$ cat config.mk
export PLATFORM = sky130hd
export DESIGN_NAME = axi4_stream_dly_smp
export DESIGN_NICKNAME = d
export VERILOG_FILES = /design/src/rtl/axi4_stream_dly_smp.sv
export SDC_FILE = /design/constraint.sdc
export NUM_CORES = 2
export LEC_CHECK = 0
export BUFFER_PORTS_ARGS = -buffer_cell sky130_fd_sc_hd__clkbuf_2
export CAP_MARGIN = 20
export CORE_AREA = 5 5 745 747
export DETAILED_ROUTE_END_ITERATION = 16
export DIE_AREA = 0 0 750 752
export PLACE_DENSITY_LB_ADDON = 0.08
export SYNTH_ARGS = -nofsm -noshare
export SYNTH_HDL_FRONTEND = slang
export SYNTH_MEMORY_MAX_BITS = 65536
export SYNTH_SLANG_ARGS = --single-unit
$ cat constraint.sdc
create_clock -name ACLK -period 3.45 [get_ports ACLK]
set_input_delay 0.69 -clock ACLK [delete_from_list [all_inputs] [get_ports ACLK]]
set_output_delay 0.69 -clock ACLK [all_outputs]
set_load 0.05 [all_outputs]
$ cat src/rtl/axi4_stream_dly_smp.sv
// rtl/axi4_stream_dly_smp.sv - runtime-programmable whole-sample delay for one AXI4-Stream
module axi4_stream_dly_smp #(
  parameter int DN = 1,
  parameter int DW = 16,
  parameter int AW = 8
) (
  input  logic               ACLK,
  input  logic               ARESETn,
  input  logic               ctl_rst,
  input  logic [AW-1:0]      cfg_dly,
  output logic [AW-1:0]      sts_dly,
  output logic [AW:0]        sts_fill,
  input  logic [DN*DW-1:0]   sti_TDATA,
  input  logic [DN-1:0]      sti_TKEEP,
  input  logic               sti_TLAST,
  input  logic               sti_TVALID,
  output logic               sti_TREADY,
  output logic [DN*DW-1:0]   sto_TDATA,
  output logic [DN-1:0]      sto_TKEEP,
  output logic               sto_TLAST,
  output logic               sto_TVALID,
  input  logic               sto_TREADY
);

  // Payload word layout: {TDATA, TKEEP, TLAST}
  localparam int          PW       = DN*DW + DN + 1;
  localparam int          DEPTH    = 1 << AW;
  localparam logic [AW:0] FILL_MAX = (AW+1)'(DEPTH);

  logic [PW-1:0] mem [DEPTH];
  logic [AW-1:0] wp;
  logic [AW-1:0] rd_addr;
  logic [PW-1:0] in_pl;
  logic [PW-1:0] sel_pl;
  logic [PW-1:0] out_pl;
  logic          xi;

  // Ready depends only on the output register and downstream ready, never on sti_TVALID
  assign sti_TREADY = ~ctl_rst & (~sto_TVALID | sto_TREADY);
  assign xi         = sti_TVALID & sti_TREADY;
  assign in_pl      = {sti_TDATA, sti_TKEEP, sti_TLAST};
  assign rd_addr    = wp - sts_dly;

  assign {sto_TDATA, sto_TKEEP, sto_TLAST} = out_pl;

  // Pick the word to present: bypass for D=0, history once D words exist, zeros before that
  always_comb begin
    sel_pl = '0;
    if (sts_dly == '0) begin
      sel_pl = in_pl;
    end else if (sts_fill >= {1'b0, sts_dly}) begin
      sel_pl = mem[rd_addr];
    end
  end

  // History buffer write; contents are deliberately left unreset
  always_ff @(posedge ACLK) begin
    if (xi) begin
      mem[wp] <= in_pl;
    end
  end

  // Control, pointer, fill count and the registered output stage
  always_ff @(posedge ACLK or negedge ARESETn) begin
    if (!ARESETn) begin
      sts_dly    <= '0;
      sts_fill   <= '0;
      wp         <= '0;
      sto_TVALID <= 1'b0;
      out_pl     <= '0;
    end else if (ctl_rst) begin
      sts_dly    <= cfg_dly;
      sts_fill   <= '0;
      wp         <= '0;
      sto_TVALID <= 1'b0;
    end else if (xi) begin
      wp         <= wp + 1'b1;
      if (sts_fill != FILL_MAX) begin
        sts_fill <= sts_fill + 1'b1;
      end
      sto_TVALID <= 1'b1;
      out_pl     <= sel_pl;
    end else if (sto_TREADY) begin
      sto_TVALID <= 1'b0;
    end
  end

endmodule

Word-level counts from Yosys, hierarchy flattened

Memory sizes are Yosys's and may differ from the RTL's.
Cells that the tools add are included.

Output and inout bits: 37
Word-level logic and storage cells: 34
RAM bits: 4608
Memories kept: 1
Input bits: 31
Register bits after elaboration: 44

Memories:

| memory | depth | bits a word | rd ports | clocked after memory_dff | write ports | line | source |
|---|---|---|---|---|---|---|---|
| mem    | 256   | 18          | 1        | 0                        | 1           | 30   | `logic [PW-1:0] mem [DEPTH];` |

Equality and inequality tests: 1
Reductions and logical operators: 6
Magnitude comparators: 1
Add/sub/neg operators: 3
Muxes and demuxes: 12
Bitwise logic cells: 5

Operators by type and width:

| kind                | count |
|---|---|
| $mux 18             | 2 |
| $mux 9              | 3 |
| $mux 8              | 2 |
| $add 9x1->9 const B | 1 |
| $ge 9x8->1          | 1 |
| $ne 9x9->1 const B  | 1 |
| $add 8x1->8 const B | 1 |
| $logic_not 8->1     | 1 |
| $sub 8x8->8         | 1 |
| $mux 1              | 5 |
| $reduce_and 2->1    | 2 |
| $reduce_bool 2->1   | 2 |
| $reduce_bool 3->1   | 1 |
| $and 1x1->1         | 2 |
| $not 1->1           | 2 |
| $or 1x1->1          | 1 |

Logic depth before layout (Yosys ltp)

Depth in word-level cells: 6
Gate-level depth with buffers: 16
Depth with buffers taken out: 11

Least setup slack after synthesis

OpenSTA, ideal clock, no wires.

Path type: reg-to-reg
Start: register sts_dly[0]
End: register out_pl[10]
Required time: 3.323 ns
Buffers on the path: 4
Stages on the path, launching flop included: 13
Arrival: 3.654 ns
Period minus slack after synthesis: 3.781 ns
Path slack: -0.331 ns
Setup time: 0.127 ns
Path through: dfrtp_1 > ha_1 > fa_1 > buf_2 > buf_4 > clkbuf_1 > clkbuf_1 > mux4_2 > mux4_2 > o2111ai_1 > o211ai_1 > a21oi_1 > o31ai_1

Longest elaborated chain between the ends: 4
Elaborated cells between the ends (all ways): 6

RTL lines:

| item                   | line | source |
|---|---|---|
| from (decl)            | 11   | `output logic [AW-1:0] sts_dly,` |
| from (signal assigned) | 72   | `sts_dly <= cfg_dly;` |
| $sub 8x8->8            | 42   | `assign rd_addr = wp - sts_dly;` |
| $mem_v2 256x18         | --   |  |
| $mux 18                | 51   | `end else if (sts_fill >= {1'b0, sts_dly}) begin` |
| $mux 18 *              | 49   | `if (sts_dly == '0) begin` |
| to (signal assigned)   | 82   | `out_pl <= sel_pl;` |
| to (decl)              | 35   | `logic [PW-1:0] out_pl;` |

Mark *: on every way between the ends. The rest lies on a longest branch, timed or not.
A chain may end at the register's enable or synchronous reset.

Worst setup path in the final report

Start: register sts_dly[0]
End: register out_pl[11]

Same word-level chain as after synthesis.

==> flow_metrics.env <==
export IMPL_crit_path_end_kind="flip-flop"
export IMPL_wl_per_cell_um=34.3
export IMPL_port_buffers=67
export IMPL_rows=272
export IMPL_rsz0062_at_grt="yes"
export IMPL_hold_path_class="in -> reg"
export IMPL_cts_sinks=4652
export IMPL_die_w_um=750
export IMPL_critical_path_most_common_cell="buf_12"
export IMPL_syn_area_per_cell_um2=21.6
export IMPL_synthCells=8324
export IMPL_p_leak_nw=71.3
export IMPL_grt_ovfl_total=0
export IMPL_coreArea_um2=547000
export IMPL_cp_required_ns=4.38
export IMPL_syn_num_nets=8378
export IMPL_drc=0
export IMPL_crit_path_top_delay_cell="fa_4"
export IMPL_ioPinCount=68
export IMPL_synthFlopType="edfxtp_1"
export IMPL_fin_skew_ns=0.0665
export IMPL_hold_ws_ns=0.101
export IMPL_routabilityCongestion=0.843
export IMPL_tritoncts="done"
export IMPL_synthDistinctLibCells=52
export IMPL_fin_nets=9881
export IMPL_grt_max_degree=110
export IMPL_drt_wl_total_um=601000
export IMPL_die_y_um=752
export IMPL_drt_iter0_drc=9818
export IMPL_syn2layout_area_growth_pct=24.2
export IMPL_hpwl_um=376000
export IMPL_cp_arrival_ns=5.14
export IMPL_finalWorstSetupSlack_ns=-0.759
export IMPL_postSynth_asyncResetShare=0.00946
export IMPL_violations="setup timing"
export IMPL_synth_yosys_warnings=0
export IMPL_cts_root_buffer="clkbuf_16"
export IMPL_synth_most_common_cell="edfxtp_1"
export IMPL_clk_latency_ns=1.06
export IMPL_r2r_setup_slack_ns=-0.76
export IMPL_fin_cells=17530
export IMPL_grtUsageTotal=0.209
export IMPL_synthTopCellsByCount="edfxtp_1, mux4_2, nand2_1, nor2_1, clkbuf_1"
export IMPL_drive_above_1_share=0.377
export IMPL_yosysSeqAreaShare=0.774
export IMPL_layout_min_cycle_time_ns=4.21
export IMPL_antenna_found_initial=37
export IMPL_slew_headroom=0.152
export IMPL_worst_pin_slew_ns=1.27
export IMPL_maxCapViolations=0
export IMPL_status="complete, but fails checks"
export IMPL_crit_chain="ha_4 -> fa_4 -> buf_12 -> buf_16 -> buf_12 -> buf_12 -> buf_8 -> buf_6 -> mux4_2 -> mux2_4 -> o211ai_1 -> a311oi_4 -> nor3_4 -> o31ai_1"
export IMPL_critPathMaxStageDelay_ns=0.83
export IMPL_clock_fmax_mhz=238
export IMPL_peakVddDrop_mv=0.612
export IMPL_final_period_utilization=1.22
export IMPL_clk_path_buf_depth=4
export IMPL_dp_cells=16423
export IMPL_ys_ff_latch=4652
export IMPL_crit_type="reg -> reg"
export IMPL_worstPathMaxFanout=6
export IMPL_synthTopCellsByArea="edfxtp_1, mux4_2, nand2_1, nor2_1, dfrtp_1"
export IMPL_synth_top_area_share=0.768
export IMPL_synth_edf_count=4608
export IMPL_initial_core_util=0.329
export IMPL_synth_area_leader_cell="edfxtp_1"
export IMPL_path_clk_slew_ns=0.06
export IMPL_cts_buffers=541
export IMPL_drt_pass1_iterations=6
export IMPL_htreeDepth=6
export IMPL_final_antenna_net_count=0
export IMPL_slew_viol_final=0
export IMPL_startpoint_type="flip-flop"
export IMPL_syn_area_um2=180000
export IMPL_die_area_um2=564000
export IMPL_vias_per_cell=5.34
export IMPL_hold_viol_final=0
export IMPL_p_per_area_nw_per_um2=658
export IMPL_grt_pass1_wl_um=820000
export IMPL_grt_pass1_vias=96117
export IMPL_finalSetupViolCount=18
export IMPL_tns_ns=-12.03
export IMPL_num_vias=93671
power by group:
part | switching (mW) | total, mW | internal, mW
sequential | 0.133 | 62.3 | 62.2
clock | 23.4 | 54.9 | 31.5
combinational | 16.8 | 29.9 | 13.1
kinds of logic (layout without fill, tap and decap cells):
kind of cell / count (synthesis) / after routing / synth area share
compound gates: 399 / 399 / 0.0167
other cells: 0 / 21 / 0
fa+ha+maj: 23 / 23 / 0.00164
xor+xnor: 20 / 20 / 0.00106
flops: 4652 / 4652 / 0.774
mux: 1287 / 1287 / 0.157
buf+inv: 528 / 2452 / 0.0141
simple gates: 1415 / 1415 / 0.0352
final timing paths:
check / from / to / cells past startpoint
worst max-delay path: sts_dly[0] / out_pl[11] / 14
worst min-delay path: sti_TDATA[4] / mem[182][6] / 1
worst max register to register: sts_dly[0] / out_pl[11] / 14
worst min register to register: out_pl[13] / out_pl[13] / 2
max in group asynchronous: ARESETn / out_pl[9] / 4
min in group asynchronous: ARESETn / sts_fill[1] / 2
per-layer routing:
metal  vias to the layer above  track usage  part of all wire
met3                       690       0.0340             0.061
met5                         -            0          0.000022
met4                         2       0.0529             0.027
li1                      38170            -                 -
met2                      2979        0.331              0.47
met1                     51830        0.302              0.45
area by class of cell:
type	instances	area [um^2]
inverters	14	52.6
flip-flops and latches	4652	139000
diodes	21	52.6
clock inverters	297	2710
fillers	48462	324000
clock buffers	667	14200
multi-input cells	3144	40600
repair buffers	1474	17600
well taps	7261	9080
state kept, by name (all words and copies together), names as in the netlist:
register    flops
sts_dly         8
sts_fill        9
mem          4608
sto_TVALID      1
out_pl         18
wp              8
worst max-delay path, delay by kind of cell, from the launching register on:
family | cells | cell delay (ns)
fa+ha+maj | 2 | 0.99
compound gates | 3 | 0.79
buf+inv | 6 | 0.79
mux | 2 | 0.59
simple gates | 1 | 0.46
flops | 1 | 0.42
metrics by stage:
step / cell area (um^2) / utilization / total power, mW / worst slack, ns
finish: 224000 / 0.409 / 147 / -0.759
global route: 224000 / 0.409 / 152 / -0.785
CTS: 222000 / 0.406 / 148 / -0.852
detailed placement: 203000 / 0.371 / 91.1 / -1.57
global placement: 203000 / 0.371 / 91.0 / -1.78
floorplan: 180000 / - / 77.0 / 0.00677
cell usage in the layout (no fill, tap or decap), types with 14 or more instances in the layout:
cell type / synthesis / layout
clkbuf_2: 0 / 48
diode_2: 0 / 21
buf_6: 18 / 33
nand3_1: 117 / 111
and3_1: 77 / 74
clkinv_1: 0 / 139
a2111oi_4: 0 / 25
nand2_2: 0 / 14
a21oi_4: 0 / 15
a2111oi_2: 0 / 14
a21oi_1: 41 / 24
mux4_2: 1230 / 1230
nor2_2: 0 / 204
clkbuf_16: 0 / 560
a311oi_4: 0 / 17
clkinv_16: 0 / 16
mux2_2: 53 / 43
clkinv_2: 0 / 69
a211oi_1: 41 / 36
nor2_1: 320 / 114
nor3_4: 0 / 16
nand2_1: 624 / 609
edfxtp_1: 4608 / 4608
bufinv_16: 0 / 27
a311oi_1: 68 / 41
nor3_1: 48 / 25
o21ai_0: 34 / 33
ha_1: 22 / 20
buf_12: 0 / 433
buf_4: 64 / 877
o211ai_1: 72 / 72
nand4_1: 143 / 143
dfrtp_1: 44 / 42
clkbuf_1: 265 / 116
buf_8: 2 / 30
and2_1: 20 / 20
buf_16: 0 / 26
what timing repair did:
| item | 4_1_cts | 5_1_grt |
|---|---|---|
| gates resized for setup | 263 | 146 |
| buffers inserted | 43 | 54 |
| cloned | 10 | 12 |
| hold buffers | 11 | 0 |
| setup endpoints to repair | 18 | 18 |
| endpoints found under the hold margin | 104 | 0 |
| pin swaps | 35 | 55 |
Power figures use the tool's default switching activity.
